$ cat src/rtl/store_buffer_pkg.sv
// Shared constants and types for the posted-write store buffer.
// Entry layout and pointer/count widths live here so the top and the match search agree.
package store_buffer_pkg;

    localparam int SB_DEPTH  = 4;
    localparam int SB_ADDR_W = 32;
    localparam int SB_DATA_W = 32;
    localparam int SB_PTR_W  = $clog2(SB_DEPTH);
    localparam int SB_CNT_W  = SB_PTR_W + 1;

    typedef logic [SB_PTR_W-1:0]  ptr_t;
    typedef logic [SB_CNT_W-1:0]  cnt_t;
    typedef logic [SB_ADDR_W-1:0] addr_t;
    typedef logic [SB_DATA_W-1:0] data_t;

    typedef struct packed {
        logic  valid;
        addr_t addr;
        data_t data;
    } sb_entry_t;

    // Pointers wrap modulo SB_DEPTH because SB_DEPTH is a power of two.
    function automatic ptr_t ptr_inc(input ptr_t p);
        return p + ptr_t'(1);
    endfunction

endpackage

$ cat src/rtl/store_buffer_if.sv
// Pipeline-side and DataMemory-side signals of the store buffer.
// The slave modport is the buffer's view; master is the pipeline/memory environment.
interface store_buffer_if;
    import store_buffer_pkg::*;

    logic  memRead_i;
    logic  memWrite_i;
    addr_t addr_i;
    data_t writeData_i;
    logic  fence_i;
    logic  dmReady_i;
    data_t dmReadData_i;
    logic  stall_o;
    data_t loadData_o;
    logic  dmRead_o;
    logic  dmWrite_o;
    addr_t dmAddr_o;
    data_t dmData_o;

    modport slave (
        input  memRead_i, memWrite_i, addr_i, writeData_i, fence_i,
        input  dmReady_i, dmReadData_i,
        output stall_o, loadData_o, dmRead_o, dmWrite_o, dmAddr_o, dmData_o
    );

    modport master (
        output memRead_i, memWrite_i, addr_i, writeData_i, fence_i,
        output dmReady_i, dmReadData_i,
        input  stall_o, loadData_o, dmRead_o, dmWrite_o, dmAddr_o, dmData_o
    );

endinterface

$ cat src/rtl/store_buffer_sb_match.sv
// Youngest-match search over the queued stores, oldest (head) to youngest.
// Purely combinational; a later hit in scan order overrides an earlier one.
module sb_match
    import store_buffer_pkg::*;
(
    input  sb_entry_t entries_i [SB_DEPTH],
    input  ptr_t      head_i,
    input  cnt_t      count_i,
    input  addr_t     addr_i,
    output logic      hit_o,
    output data_t     data_o
);

    ptr_t idx;

    // NOTE: every always_comb output gets a default first, so no path can infer a latch.
    always_comb begin
        hit_o  = 1'b0;
        data_o = '0;
        idx    = head_i;
        for (int i = 0; i < SB_DEPTH; i++) begin
            idx = head_i + ptr_t'(i);
            if ((cnt_t'(i) < count_i) && entries_i[idx].valid &&
                (entries_i[idx].addr == addr_i)) begin
                hit_o  = 1'b1;
                data_o = entries_i[idx].data;
            end
        end
    end

endmodule

$ cat src/rtl/store_buffer.sv
// Posted-write store buffer between EX/MEM and DataMemory: queues stores, drains them on
// load-free cycles, and forwards the youngest queued data to matching loads.
module store_buffer
    import store_buffer_pkg::*;
(
    input  logic           clk_i,
    input  logic           rst_i,
    store_buffer_if.slave  bus
);

    ptr_t             head_q, head_d;
    ptr_t             tail_q, tail_d;
    cnt_t             count_q, count_d;
    logic [SB_DEPTH-1:0] valid_q, valid_d;
    logic             fwd_hit_q, fwd_hit_d;
    data_t            fwd_data_q, fwd_data_d;

    addr_t            addr_mem_q [SB_DEPTH];
    data_t            data_mem_q [SB_DEPTH];
    sb_entry_t        entries    [SB_DEPTH];

    logic             drain;
    logic             push;
    logic             stall;
    logic             match_hit;
    data_t            match_data;

    always_comb begin
        for (int i = 0; i < SB_DEPTH; i++) begin
            entries[i] = '{valid: valid_q[i], addr: addr_mem_q[i], data: data_mem_q[i]};
        end
    end

    sb_match u_match (
        .entries_i (entries),
        .head_i    (head_q),
        .count_i   (count_q),
        .addr_i    (bus.addr_i),
        .hit_o     (match_hit),
        .data_o    (match_data)
    );

    // One memory access per cycle: a load always wins over draining the head entry.
    always_comb begin
        drain = !bus.memRead_i && (count_q != '0) && bus.dmReady_i;
        stall = (bus.memWrite_i && (count_q == cnt_t'(SB_DEPTH)) && !drain) ||
                (bus.fence_i && (count_q != '0));
        push  = bus.memWrite_i && !stall;

        bus.stall_o    = stall;
        bus.dmRead_o   = bus.memRead_i;
        bus.dmWrite_o  = drain;
        bus.dmAddr_o   = drain ? addr_mem_q[head_q] : bus.addr_i;
        bus.dmData_o   = data_mem_q[head_q];
        bus.loadData_o = fwd_hit_q ? fwd_data_q : bus.dmReadData_i;
    end

    always_comb begin
        head_d     = head_q;
        tail_d     = tail_q;
        count_d    = count_q;
        valid_d    = valid_q;
        fwd_hit_d  = bus.memRead_i && match_hit;
        fwd_data_d = (bus.memRead_i && match_hit) ? match_data : '0;

        // Clear before set: when full, push reuses the slot being drained.
        if (drain) begin
            valid_d[head_q] = 1'b0;
            head_d          = ptr_inc(head_q);
        end
        if (push) begin
            valid_d[tail_q] = 1'b1;
            tail_d          = ptr_inc(tail_q);
        end

        unique case ({push, drain})
            2'b10:   count_d = count_q + cnt_t'(1);
            2'b01:   count_d = count_q - cnt_t'(1);
            default: count_d = count_q;
        endcase
    end

    // NOTE: sequential state uses non-blocking assignments so every flop samples pre-edge values.
    always_ff @(posedge clk_i or negedge rst_i) begin
        if (!rst_i) begin
            head_q     <= '0;
            tail_q     <= '0;
            count_q    <= '0;
            valid_q    <= '0;
            fwd_hit_q  <= 1'b0;
            fwd_data_q <= '0;
        end else begin
            head_q     <= head_d;
            tail_q     <= tail_d;
            count_q    <= count_d;
            valid_q    <= valid_d;
            fwd_hit_q  <= fwd_hit_d;
            fwd_data_q <= fwd_data_d;
        end
    end

    // NOTE: the payload array is not reset; valid bits and count gate every use of it.
    always_ff @(posedge clk_i) begin
        if (push) begin
            addr_mem_q[tail_q] <= bus.addr_i;
            data_mem_q[tail_q] <= bus.writeData_i;
        end
    end

endmodule

$ cat src/flat_wrapper.sv
// flat-port wrapper written by rule: the top's interface ports become plain ports
module store_buffer_flat import store_buffer_pkg::*;
  (clk_i, rst_i, bus_memRead_i, bus_memWrite_i, bus_addr_i, bus_writeData_i, bus_fence_i, bus_dmReady_i, bus_dmReadData_i, bus_stall_o, bus_loadData_o, bus_dmRead_o, bus_dmWrite_o, bus_dmAddr_o, bus_dmData_o);
  store_buffer_if bus_i ();
  input  logic clk_i;
  input  logic rst_i;
  input wire logic [$bits(bus_i.memRead_i)-1:0] bus_memRead_i;
  input wire logic [$bits(bus_i.memWrite_i)-1:0] bus_memWrite_i;
  input wire logic [$bits(bus_i.addr_i)-1:0] bus_addr_i;
  input wire logic [$bits(bus_i.writeData_i)-1:0] bus_writeData_i;
  input wire logic [$bits(bus_i.fence_i)-1:0] bus_fence_i;
  input wire logic [$bits(bus_i.dmReady_i)-1:0] bus_dmReady_i;
  input wire logic [$bits(bus_i.dmReadData_i)-1:0] bus_dmReadData_i;
  output wire logic [$bits(bus_i.stall_o)-1:0] bus_stall_o;
  output wire logic [$bits(bus_i.loadData_o)-1:0] bus_loadData_o;
  output wire logic [$bits(bus_i.dmRead_o)-1:0] bus_dmRead_o;
  output wire logic [$bits(bus_i.dmWrite_o)-1:0] bus_dmWrite_o;
  output wire logic [$bits(bus_i.dmAddr_o)-1:0] bus_dmAddr_o;
  output wire logic [$bits(bus_i.dmData_o)-1:0] bus_dmData_o;
  assign bus_i.memRead_i = bus_memRead_i;
  assign bus_i.memWrite_i = bus_memWrite_i;
  assign bus_i.addr_i = bus_addr_i;
  assign bus_i.writeData_i = bus_writeData_i;
  assign bus_i.fence_i = bus_fence_i;
  assign bus_i.dmReady_i = bus_dmReady_i;
  assign bus_i.dmReadData_i = bus_dmReadData_i;
  assign bus_stall_o = bus_i.stall_o;
  assign bus_loadData_o = bus_i.loadData_o;
  assign bus_dmRead_o = bus_i.dmRead_o;
  assign bus_dmWrite_o = bus_i.dmWrite_o;
  assign bus_dmAddr_o = bus_i.dmAddr_o;
  assign bus_dmData_o = bus_i.dmData_o;
  store_buffer u_core (.clk_i(clk_i), .rst_i(rst_i), .bus(bus_i));
endmodule
$ cat config.mk
export PLATFORM = sky130hd
export DESIGN_NAME = store_buffer_flat
export DESIGN_NICKNAME = d
export VERILOG_FILES = /design/src/rtl/store_buffer_pkg.sv /design/src/rtl/store_buffer_if.sv /design/src/rtl/store_buffer_sb_match.sv /design/src/rtl/store_buffer.sv /design/src/flat_wrapper.sv
export SDC_FILE = /design/constraint.sdc
export NUM_CORES = 1
export LEC_CHECK = 0
export BUFFER_PORTS_ARGS = -buffer_cell sky130_fd_sc_hd__buf_4
export CAP_MARGIN = 20
export CORE_UTILIZATION = 65
export CTS_BUF_LIST = sky130_fd_sc_hd__clkbuf_4 sky130_fd_sc_hd__clkbuf_8
export CTS_CLUSTER_DIAMETER = 40
export DETAILED_ROUTE_END_ITERATION = 8
export GPL_ROUTABILITY_DRIVEN = 1
export PLACE_DENSITY = 0.87
export SYNTH_ARGS = -nofsm -noshare
export SYNTH_HDL_FRONTEND = slang
export SYNTH_HIERARCHICAL = 1
export SYNTH_SLANG_ARGS = --single-unit
$ cat constraint.sdc
create_clock -name clk_i -period 5.61 [get_ports clk_i]
set_input_delay 1.122 -clock clk_i [delete_from_list [all_inputs] [get_ports clk_i]]
set_output_delay 1.122 -clock clk_i [all_outputs]
set_load 0.02 [all_outputs]
# After elaboration in Yosys (flattened, before gate mapping)
# Memory sizes are Yosys's and may differ from the RTL's.
# Cells that the tools add are included.
# classes
add_sub_neg,6
n_mul,0
div_mod_pow,0
order_cmp,12
eq_ne,7
shifts,0
n_mux,32
bitwise_logic,7
reduce_logical,23
# op_table
cell,n
65-bit binary-select mux with 2-bit select,4
65-bit two-way mux,8
32-bit two-way mux,7
32-bit equality test,4
1-bit logical AND,17
"3-bit greater-or-equal comparator, second input constant",4
2-bit inverter with 3-bit output,4
1-bit two-way mux,8
4-bit two-way mux,2
"1-bit by 3-bit less-than comparator with 1-bit output, first input constant",2
"2-bit by 3-bit less-than comparator with 1-bit output, first input constant",2
"2-bit by 3-bit less-than comparator with 1-bit output, second input constant",2
3-bit case mux with 2 select lines,1
"2-bit by 1-bit adder with 2-bit output, second input constant",2
"2-bit adder, second input constant",2
4-bit bitwise AND,1
1-bit demux with 2-bit select,2
"2-bit by 1-bit greater-or-equal comparator with 1-bit output, second input constant",2
4-bit inverter,1
4-bit OR,1
"3-bit by 1-bit adder with 3-bit output, second input constant",1
"3-bit equality test, second input constant",1
1-bit logical NOT,3
3-bit nonzero test,1
other kinds (5),5
# totals
register_bits,44
latchBits,0
mem_bits_rw,256
mem_bits_ro,0
out_inout_bits,99
wordCells,95
memories,2
# memory_table
name,depth,word_bits,rd,rd_ports_with_merged_regs,write_ports,line,rtl
u_core.addr_mem_q,4,32,5,0,1,store_buffer.sv:18,addr_t addr_mem_q [SB_DEPTH];
u_core.data_mem_q,4,32,5,0,1,store_buffer.sv:19,data_t data_mem_q [SB_DEPTH];

# Logic depth before layout (Yosys ltp)
# Gate-level depths: netlist (run 1).
# depth
ltp_word,12
ltp_mapped,18
ltp_nobuf,10

# Modules after synthesis
# Netlist (run 1), hierarchy kept.
# modules_own_cells
mod,n_inst,cells_each,area_per_inst_um2
store_buffer,1,539,11725.0
sb_match,1,1164,8573.2

# Least setup slack after synthesis (run 1)
# OpenSTA, ideal clock, no wires.
# synth_path
path_kind,input port to flip-flop
start,input bus_addr_i[5]
end,register u_core.fwd_data_q[8]
t_arrival_ps,3691
setup_slack_ps,1799
stages,11
path_cell_list,clkbuf_1 a22o_1 a221oi_1 o21ai_0 or4_1 nor3_1 clkbuf_1 buf_2 a211oi_1 o221a_2 and3_1
# synth_rtl
item,line,rtl
"start, declared",flat_wrapper.sv:9,input wire logic [$bits(bus_i.addr_i)-1:0] bus_addr_i;
32-bit equality test,store_buffer_sb_match.sv:24,(entries_i[idx].addr == addr_i)) begin
1-bit logical AND,store_buffer_sb_match.sv:23,if ((cnt_t'(i) < count_i) && entries_i[idx].valid &&
32-bit two-way mux (3 in a row),store_buffer_sb_match.sv:23,
32-bit two-way mux (*),store_buffer_sb_match.sv:23,
via u_core.match_data[8],store_buffer.sv:26,data_t match_data;
32-bit two-way mux (*),store_buffer.sv:64,fwd_data_d = (bus.memRead_i && match_hit) ? match_data : '0;
via u_core.fwd_data_d[8],store_buffer.sv:16,"data_t fwd_data_q, fwd_data_d;"
"end signal, assigned",store_buffer.sv:98,fwd_data_q <= fwd_data_d;
"end, declared",store_buffer.sv:16,
# Mark *: on every way through the listed nets, which the timed path passes. The rest lies on a longest branch.
# A chain may end at the register's enable or synchronous reset.

# Final worst setup path (run 1)
# layout_path
start,register u_core.head_q[1]
end,output bus_dmData_o[29]
# layout_between
elab_chain_len,1
# layout_rtl
item,line,rtl
"start, declared",store_buffer.sv:11,"ptr_t head_q, head_d;"
"start signal, assigned",store_buffer.sv:86,head_q <= '0;
"start signal, assigned",store_buffer.sv:93,head_q <= head_d;
memory 4 x 32 bit,-,
"end, declared",flat_wrapper.sv:19,output wire logic [$bits(bus_i.dmData_o)-1:0] bus_dmData_o;
# Every way passes these cells.

==> flow_metrics.tcl, run 1 <==
set metrics [dict create \
    outcome "completed" \
    fmax_ghz 0.201 \
    power_density_mw_per_mm2 471 \
    layout_commonest_cell "edfxtp_1" \
    cts_setup_buffers 0 \
    synth-adder-area-share_pct 0.653 \
    layout-drive-gt1-share_pct 31.0 \
    hold_path_class "input pin to asynchronous set/reset pin" \
    place_inst 2175 \
    ys_ff_latch 300 \
    syn-num-nets 1815 \
    period_needed_ps 4970 \
    yosys_warnings 6 \
    portBuffers 200 \
    viasPerCell 7.02 \
    syn_area_mm2 0.0203 \
    setup_viol 0 \
    first_pass_iters 8 \
    grt.met3_usage_pct 7.04 \
    final_cell_mix "edfxtp_1, mux2i_1, buf_4, mux2_2, nand2_1" \
    cts-resized-gates 0 \
    p_clk_share_pct 20.9 \
    async_flop_share_pct 14.7 \
    syn_inst 1703 \
    internal_power_mw 6.49 \
    stdcell_count 2278 \
    die_area_mm2 0.0319 \
    clockRootBuffer "clkbuf_8" \
    cts.reportedPaths.clkPinSlew_ps 60 \
    detail-route-antenna-nets 0 \
    synth.distinct_cells 78 \
    combPwrFrac_pct 50.4 \
    cts_max_path_buffers 3 \
    chipWidth_um 179 \
    dr_total_vias 16000 \
    p_sw_share_pct 40.3 \
    coreArea_mm2 0.0307 \
    critPathRequiredTime_ps 4490 \
    track_usage_pct 36.0 \
    fin_setup_tns_ps 0 \
    synth_mux_area_share_pct 27.6 \
    synth_edf_count 256 \
    grt_pass1_wl_um 86500 \
    maxCapViolations 0 \
    rows 64 \
    die_h_um 179 \
    ys_seq_area_share_pct 43.3 \
    nets 1948 \
    power.switching_mw 4.39 \
    power_frac_seq_pct 28.6 \
    syn_avg_cell_area_um2 11.9 \
    wl_um 57700 \
    ir_drop_mv 0.315 \
    nFillCells 1925 \
    cts_buffers 54 \
    busiest_layer "met2" \
    hold-worst-slack_ps 523 \
    synth-compound-area-share_pct 9.04 \
    relSlewSlack_pct 23.5 \
    slew_viol_final 0 \
    grt_use_met2_pct 53.4 \
    crit_fanout 74 \
    synth_top_family_by_area "multiplexers" \
    cp.arrival_ps 3850 \
    tightest_slew_ps 1150 \
    synth_ff_type "edfxtp_1" \
    path_class "register to output pin" \
    grt_pass1_vias 14800 \
    synth_xor_xnor_area_share_pct 4.66 \
    ios 201 \
    critPathCaptureType "output pin" \
    clk_latency_ps 640 \
    p_total_mw 10.9 \
    synthSimpleGateAreaFrac_pct 10.5 \
    use_met1_pct 53.3 \
    drt_iter0_drc 2173 \
    skew_ps 35.7 \
    gp_congestion 1.05 \
    timing.final.hold_violations 0 \
    dp_hpwl_um 38100 \
    cts_tree "yes" \
    grt_antenna_before_repair 4 \
    cts-htree-levels 2 \
    initial_core_util_pct 66.2 \
    cts_hold_buf 0 \
    gr-total-overflow 0 \
    grt_max_degree 127 \
    startpoint_type "register" \
    power.leakage_nw 8.98 \
    area_growth_pct 13.7 \
    cts_sinks 300 \
    detail_route.wl_per_cell_um 25.3 \
    rsz0062_at_grt "false" \
    timing.final.crit_share_pct 88.6 \
    drc 0 \
]
[sequential cells by signal (all words and copies together), names as in the netlist]
signal,cells
u_core/head_q,2
u_core/fwd_data_q,32
u_core/data_mem_q,128
u_core/count_q,3
u_core/fwd_hit_q,1
u_core/valid_q,4
u_core/addr_mem_q,128
u_core/tail_q,2
[per-layer routing]
metal	up-vias	part of all wire, %	routed length, um
met4	6	2.8	1590
met5	-	0.22	126
met3	146	12	7180
met2	1207	45	26000
met1	7793	40	22900
li1	6848	-	-
[final timing paths]
path / from / end / slack (ps) / cells after the start
worst max-delay path: u_core/head_q[1] / bus_dmData_o[29] / 640 / 4
worst min-delay path: rst_i / u_core/count_q[2] / 520 / 1
worst max register to register: u_core/head_q[1] / u_core/fwd_data_q[6] / 660 / 12
worst min register to register: u_core/tail_q[0] / u_core/tail_q[0] / 550 / 1
min in group clk_i: u_core/tail_q[0] / u_core/tail_q[0] / 550 / 1
max in group asynchronous: rst_i / u_core/head_q[1] / 4580 / 1
[synth_stat cells (all sizes together), types with 5 or more instances]
library cell    n  area share (%)
o21ai          52             1.3
o221ai          6            0.26
inv            19            0.35
and3b           5            0.22
nand2b         32            0.99
a211o           9            0.39
a221oi          6            0.26
mux2i         233              11
mux2          136             7.6
a211oi         32             1.2
clkbuf         68             1.3
nand4          17            0.52
nor2           64             1.2
o2bb2ai        10            0.43
a2111oi         7            0.43
nand3          58             1.5
dfrtp          44             5.4
and3           74             2.3
edfxtp        256              38
xnor2          82             3.5
mux4           76             8.4
a21oi          49             1.2
ha              9            0.55
nor4            7            0.22
xor2           26             1.1
nor3           21            0.62
o22ai          11            0.34
a31oi           5            0.15
buf            86             2.7
or3             5            0.15
nand2         114             2.1
o221a          25             1.4
[power groups by stage]
stage          Combinational, mW  Sequential (mW)  Clock [mW]
6_report                    5.49             3.11        2.28
5_1_grt                     5.75             3.15        2.39
4_1_cts                     5.37             3.11        2.30
3_5_place_dp                5.32             3.15           0
3_3_place_gp                5.22             3.12           0
2_1_floorplan               4.18             2.94           0
[cell families (layout without fill, tap and decap cells)]
group,Yosys count,in the layout
compound gates,251,251
fa+ha+maj,10,10
xor+xnor,108,108
simple gates,416,416
other cells,0,2
flops,300,300
mux,445,445
buf+inv,173,350
[cell type report]
type | count | area [um2] | share of cell area (%)
antenna | 2 | 5.00 | 0.0217
clock buffer | 72 | 897 | 3.89
clock inverter | 28 | 319 | 1.38
inverter | 19 | 73.8 | 0.320
multi-input combinational | 1230 | 10700 | 46.3
sequential | 300 | 8800 | 38.1
tap | 396 | 495 | 2.15
timing repair buffer | 231 | 1820 | 7.87
[stage by stage]
stage,worst slack [ps],instance area (um2),utilization (%)
after floorplan,1800,20300,-
after global placement,1070,21800,71.2
after detailed placement,946,21800,71.2
after CTS,628,23000,75.2
after global routing,472,23100,75.2
final,637,23100,75.3
[critical path, stage by stage (launching register included)]
cell and delay (ps):
dfrtp_4 960, buf_4 670, buf_4 920, mux4_2 470, buf_4 190
Power figures use the tool's default switching activity.
==> inputs of run 2 (changes only) <==
--- a/config.mk
+++ b/config.mk
@@ -5,14 +5,14 @@
 export SDC_FILE = /design/constraint.sdc
 export NUM_CORES = 1
 export LEC_CHECK = 0
-export BUFFER_PORTS_ARGS = -buffer_cell sky130_fd_sc_hd__buf_4
+export BUFFER_PORTS_ARGS = -buffer_cell sky130_fd_sc_hd__clkbuf_2
 export CAP_MARGIN = 20
-export CORE_UTILIZATION = 65
+export CORE_UTILIZATION = 51
 export CTS_BUF_LIST = sky130_fd_sc_hd__clkbuf_4 sky130_fd_sc_hd__clkbuf_8
 export CTS_CLUSTER_DIAMETER = 40
 export DETAILED_ROUTE_END_ITERATION = 8
 export GPL_ROUTABILITY_DRIVEN = 1
-export PLACE_DENSITY = 0.87
+export PLACE_DENSITY = 0.7
 export SYNTH_ARGS = -nofsm -noshare
 export SYNTH_HDL_FRONTEND = slang
 export SYNTH_HIERARCHICAL = 1
==> flow_metrics.tcl, run 2 (synthesis results as in run 1) <==
set metrics [dict create \
    gr-total-overflow 0 \
    track_usage_pct 28.0 \
    rsz0062_at_grt "false" \
    nets 1955 \
    clockRootBuffer "clkbuf_8" \
    detail-route-antenna-nets 0 \
    timing.final.hold_violations 0 \
    power.leakage_nw 8.86 \
    path_class "register to output pin" \
    first_pass_iters 5 \
    die_h_um 202 \
    setup_viol 0 \
    layout_commonest_cell "edfxtp_1" \
    critPathRequiredTime_ps 4490 \
    slew_viol_final 0 \
    final_cell_mix "edfxtp_1, mux2i_1, clkbuf_2, mux2_2, nand2_1" \
    cpMaxStageDelayCell "dfrtp_4" \
    dr_total_vias 15300 \
    cts_tree "yes" \
    period_needed_ps 5120 \
    dp_hpwl_um 38800 \
    cp_num_buf_inv 3 \
    critical_path.max_stage_delay_ps 1010 \
    layout-drive-gt1-share_pct 31.4 \
    dr_wl_met2_um 25100 \
    critPathCaptureType "output pin" \
    hold_path_class "register to register" \
    cts-htree-levels 2 \
    cts_max_path_buffers 3 \
    rows 72 \
    portBuffers 200 \
    met1_length_um 25700 \
    fmax_ghz 0.195 \
    crit_family "buffers and inverters" \
    power_density_mw_per_mm2 470 \
    drt_iter0_drc 1299 \
    cts-resized-gates 0 \
    clk_latency_ps 650 \
    reg_top3 "u_core/addr_mem_q x128, u_core/data_mem_q x128, u_core/fwd_data_q x32" \
    detail_route.wl_per_cell_um 23.7 \
    utilization_pct 58.5 \
    tightest_slew_ps 1160 \
    initial_core_util_pct 52.2 \
    crit_top_cell "buf_4" \
    crit_fanout 76 \
    relSlewSlack_pct 22.5 \
    highest_layer "met5" \
    skew_ps 40.7 \
    gp_congestion 0.977 \
    cts_sinks 300 \
    drc 0 \
    cts_hold_buf 0 \
    wl_um 57300 \
    coreArea_mm2 0.0389 \
    maxCapViolations 0 \
    nFillCells 3189 \
    cp.arrival_ps 3990 \
    grt_max_degree 127 \
    area_growth_pct 12.1 \
    grt_pass1_wl_um 88000 \
    cts_setup_buffers 0 \
    die_area_mm2 0.0406 \
    startpoint_type "register" \
    timing.final.crit_share_pct 91.2 \
    cts_buffers 55 \
    outcome "completed" \
    grt_pass1_vias 14600 \
    chipWidth_um 202 \
    wl_met3_um 4950 \
    cts.reportedPaths.clkPinSlew_ps 60 \
    crit_chain "buf_4 > buf_4 > mux4_2 > clkbuf_2" \
    fin_setup_tns_ps 0 \
    viasPerCell 6.34 \
    ios 201 \
    grt_antenna_before_repair 5 \
    ir_drop_mv 0.295 \
]
==> run 2: layer usage <==
metal | up-vias | GRT usage [%]
li1 | 6865 | -
met1 | 7628 | 41.2
met2 | 706 | 41.3
met3 | 94 | 5.80
met4 | 2 | 9.15
met5 | - | 0
==> run 2: final timing paths <==
check	startpoint	end	slack, ps	cells after the start
min reg2reg	u_core/tail_q[0]	u_core/tail_q[0]	540	1
max in group asynchronous	rst_i	u_core/head_q[1]	4490	2
max	u_core/head_q[1]	bus_dmData_o[2]	490	4
max reg2reg	u_core/head_q[1]	u_core/fwd_data_q[7]	730	11
min in group asynchronous	rst_i	u_core/count_q[1]	600	2
min	u_core/tail_q[0]	u_core/tail_q[0]	540	1
==> run 2: per-stage QoR <==
stage / power (mW) / cells / hold WS, ps / setup WS, ps / area [um2]
floorplan: 7.11 / 1703 / 498 / 1800 / 20300
global placement: 8.30 / 2304 / 529 / 839 / 21500
detailed placement: 8.39 / 2304 / 526 / 769 / 21500
CTS: 10.7 / 2408 / 539 / 478 / 22800
global route: 11.2 / 2410 / 568 / 329 / 22800
finish: 10.7 / 2412 / 540 / 493 / 22800
==> run 2: layout make-up <==
type                            count  area (um2)  area share (%)
Multi-Input combinational cell   1230       10700            47.0
Sequential cell                   300        8800            38.6
Timing Repair Buffer              237        1330            5.84
Clock buffer                       79         981            4.31
Tap cell                          518         648            2.85
Clock inverter                     25         231            1.02
Inverter                           19        73.8           0.324
Antenna cell                        4        10.0          0.0440
==> run 2: power breakdown <==
part | internal, mW | leakage (nW) | switching [mW] | total, mW
registers | 2.75 | 2.91 | 0.360 | 3.11
logic | 2.29 | 5.32 | 3.05 | 5.34
clock network | 1.28 | 0.629 | 0.962 | 2.24
total | 6.32 | 8.86 | 4.37 | 10.7
==> inputs of run 3 (changes only) <==
==> constraint.sdc (replaced) <==
create_clock -name clk_i -period 5.61 [get_ports clk_i]
set_input_delay 0.561 -clock clk_i [delete_from_list [all_inputs] [get_ports clk_i]]
set_output_delay 0.561 -clock clk_i [all_outputs]
set_load 0.02 [all_outputs]
==> flow_metrics.tcl, run 3 (synthesis results as in run 1) <==
set metrics [dict create \
    grt_pass1_wl_um 87500 \
    regArea_mm2 0.00880 \
    grt_pass1_vias 14600 \
    detail_route.wl_per_cell_um 23.6 \
    skew_ps 38.1 \
    tightest_slew_ps 880 \
    final_cell_mix "edfxtp_1, mux2i_1, clkbuf_2, mux2_2, nand2_1" \
    viasPerCell 6.34 \
    maxCapViolations 0 \
    gr-total-overflow 0 \
    cts-resized-gates 0 \
    wl_um 56900 \
    startpoint_type "register" \
    area_growth_pct 13.0 \
    timing.final.hold_violations 0 \
    ios 201 \
    fin_setup_tns_ps 0 \
    track_usage_pct 27.9 \
    power_density_mw_per_mm2 480 \
    rows 72 \
    power.leakage_nw 8.95 \
    critical_path.max_stage_delay_ps 930 \
    cts_hold_buf 0 \
    rsz0062_at_grt "false" \
    initial_core_util_pct 52.2 \
    cpMaxStageDelayCell "dfrtp_4" \
    outcome "completed" \
    clockRootBuffer "clkbuf_8" \
    crit_fanout 55 \
    cts.reportedPaths.clkPinSlew_ps 70 \
    path_class "register to register" \
    reg_top3 "u_core/addr_mem_q x128, u_core/data_mem_q x128, u_core/fwd_data_q x32" \
    multiInputGateArea_mm2 0.0107 \
    layout_commonest_cell "edfxtp_1" \
    die_h_um 202 \
    cts_buffers 55 \
    nets 1961 \
    first_pass_iters 7 \
    ir_drop_mv 0.244 \
    cts_setup_buffers 0 \
    slew_viol_final 0 \
    grt_max_degree 86 \
    cts_tree "yes" \
    drt_iter0_drc 1388 \
    critPathRequiredTime_ps 6140 \
    r2r_start "u_core/head_q[1]" \
    chipWidth_um 202 \
    drc 0 \
    setup_viol 0 \
    dr_total_vias 15300 \
    hold_path_class "input pin to asynchronous set/reset pin" \
    crit_family "simple AND/OR/NAND/NOR gates" \
    cp_num_buf_inv 2 \
    detail-route-antenna-nets 0 \
    clk_latency_ps 650 \
    cp.arrival_ps 5500 \
    nFillCells 3165 \
    layout-drive-gt1-share_pct 31.7 \
    portBuffers 200 \
    gp_congestion 0.997 \
    grt_antenna_before_repair 6 \
    critPathCaptureType "register" \
    dp_slack_ps 759 \
    final.setup.worst_slack_ps 643 \
    coreArea_mm2 0.0389 \
    dp_hpwl_um 38700 \
    timing.final.crit_share_pct 88.5 \
    relSlewSlack_pct 41.3 \
    cts_sinks 300 \
    cts-htree-levels 2 \
    die_area_mm2 0.0406 \
    period_needed_ps 4970 \
    fmax_ghz 0.201 \
    cts_max_path_buffers 3 \
    crit_chain "buf_4 > mux2i_1 > mux2i_1 > xnor2_1 > nand3_1 > a2111oi_1 > nand4b_4 > buf_4 > nand3_1 > o21ai_0 > o221a_2 > and3_1" \
    crit_start "u_core/head_q[1]" \
]
==> run 3: stage by stage <==
| step | instance area, um2 | hold slack, ps | cells | utilization [%] | power [mW] |
|---|---|---|---|---|---|
| final | 22900 | 25.9 | 2416 | 59.0 | 11.0 |
| after global routing | 22900 | 53.5 | 2415 | 59.0 | 11.5 |
| after CTS | 22900 | 20.2 | 2412 | 58.9 | 11.0 |
| after detailed placement | 21500 | 530 | 2309 | 55.3 | 8.40 |
| after global placement | 21500 | 525 | 2309 | 55.3 | 8.33 |
| after floorplan | 20300 | 265 | 1703 | - | 7.11 |
==> run 3: path summary, 6_finish.rpt <==
check                           slack (ps)                       end  cells after the start
worst max-delay path                   640     u_core/fwd_data_q[29]                     12
worst min-delay path                    30         u_core/valid_q[3]                      2
worst max register to register         640     u_core/fwd_data_q[29]                     12
worst min register to register         540          u_core/tail_q[0]                      1
max in group asynchronous             5070          u_core/head_q[1]                      2
min in group clk_i                     120  u_core/data_mem_q[0][22]                      1
==> run 3: routing by layer <==
metal  global-route usage (%)  wire length, um
met5                        0               13
met4                     8.66             1130
met3                     4.91             4480
met2                     41.7            25400
met1                     41.2            25900
==> run 3: layout make-up <==
cell class	instances	share of cell area, %
multi-input combinational	1230	46.6
sequential	300	38.3
clock inverter	29	1.86
antenna	3	0.0327
inverter	19	0.322
tap	518	2.82
timing repair buffer	243	5.91
clock buffer	74	4.11
==> run 3: power breakdown <==
group	switching, mW	internal (mW)
clock network	0.980	1.57
registers	0.315	2.75
logic	3.09	2.30
total	4.38	6.62
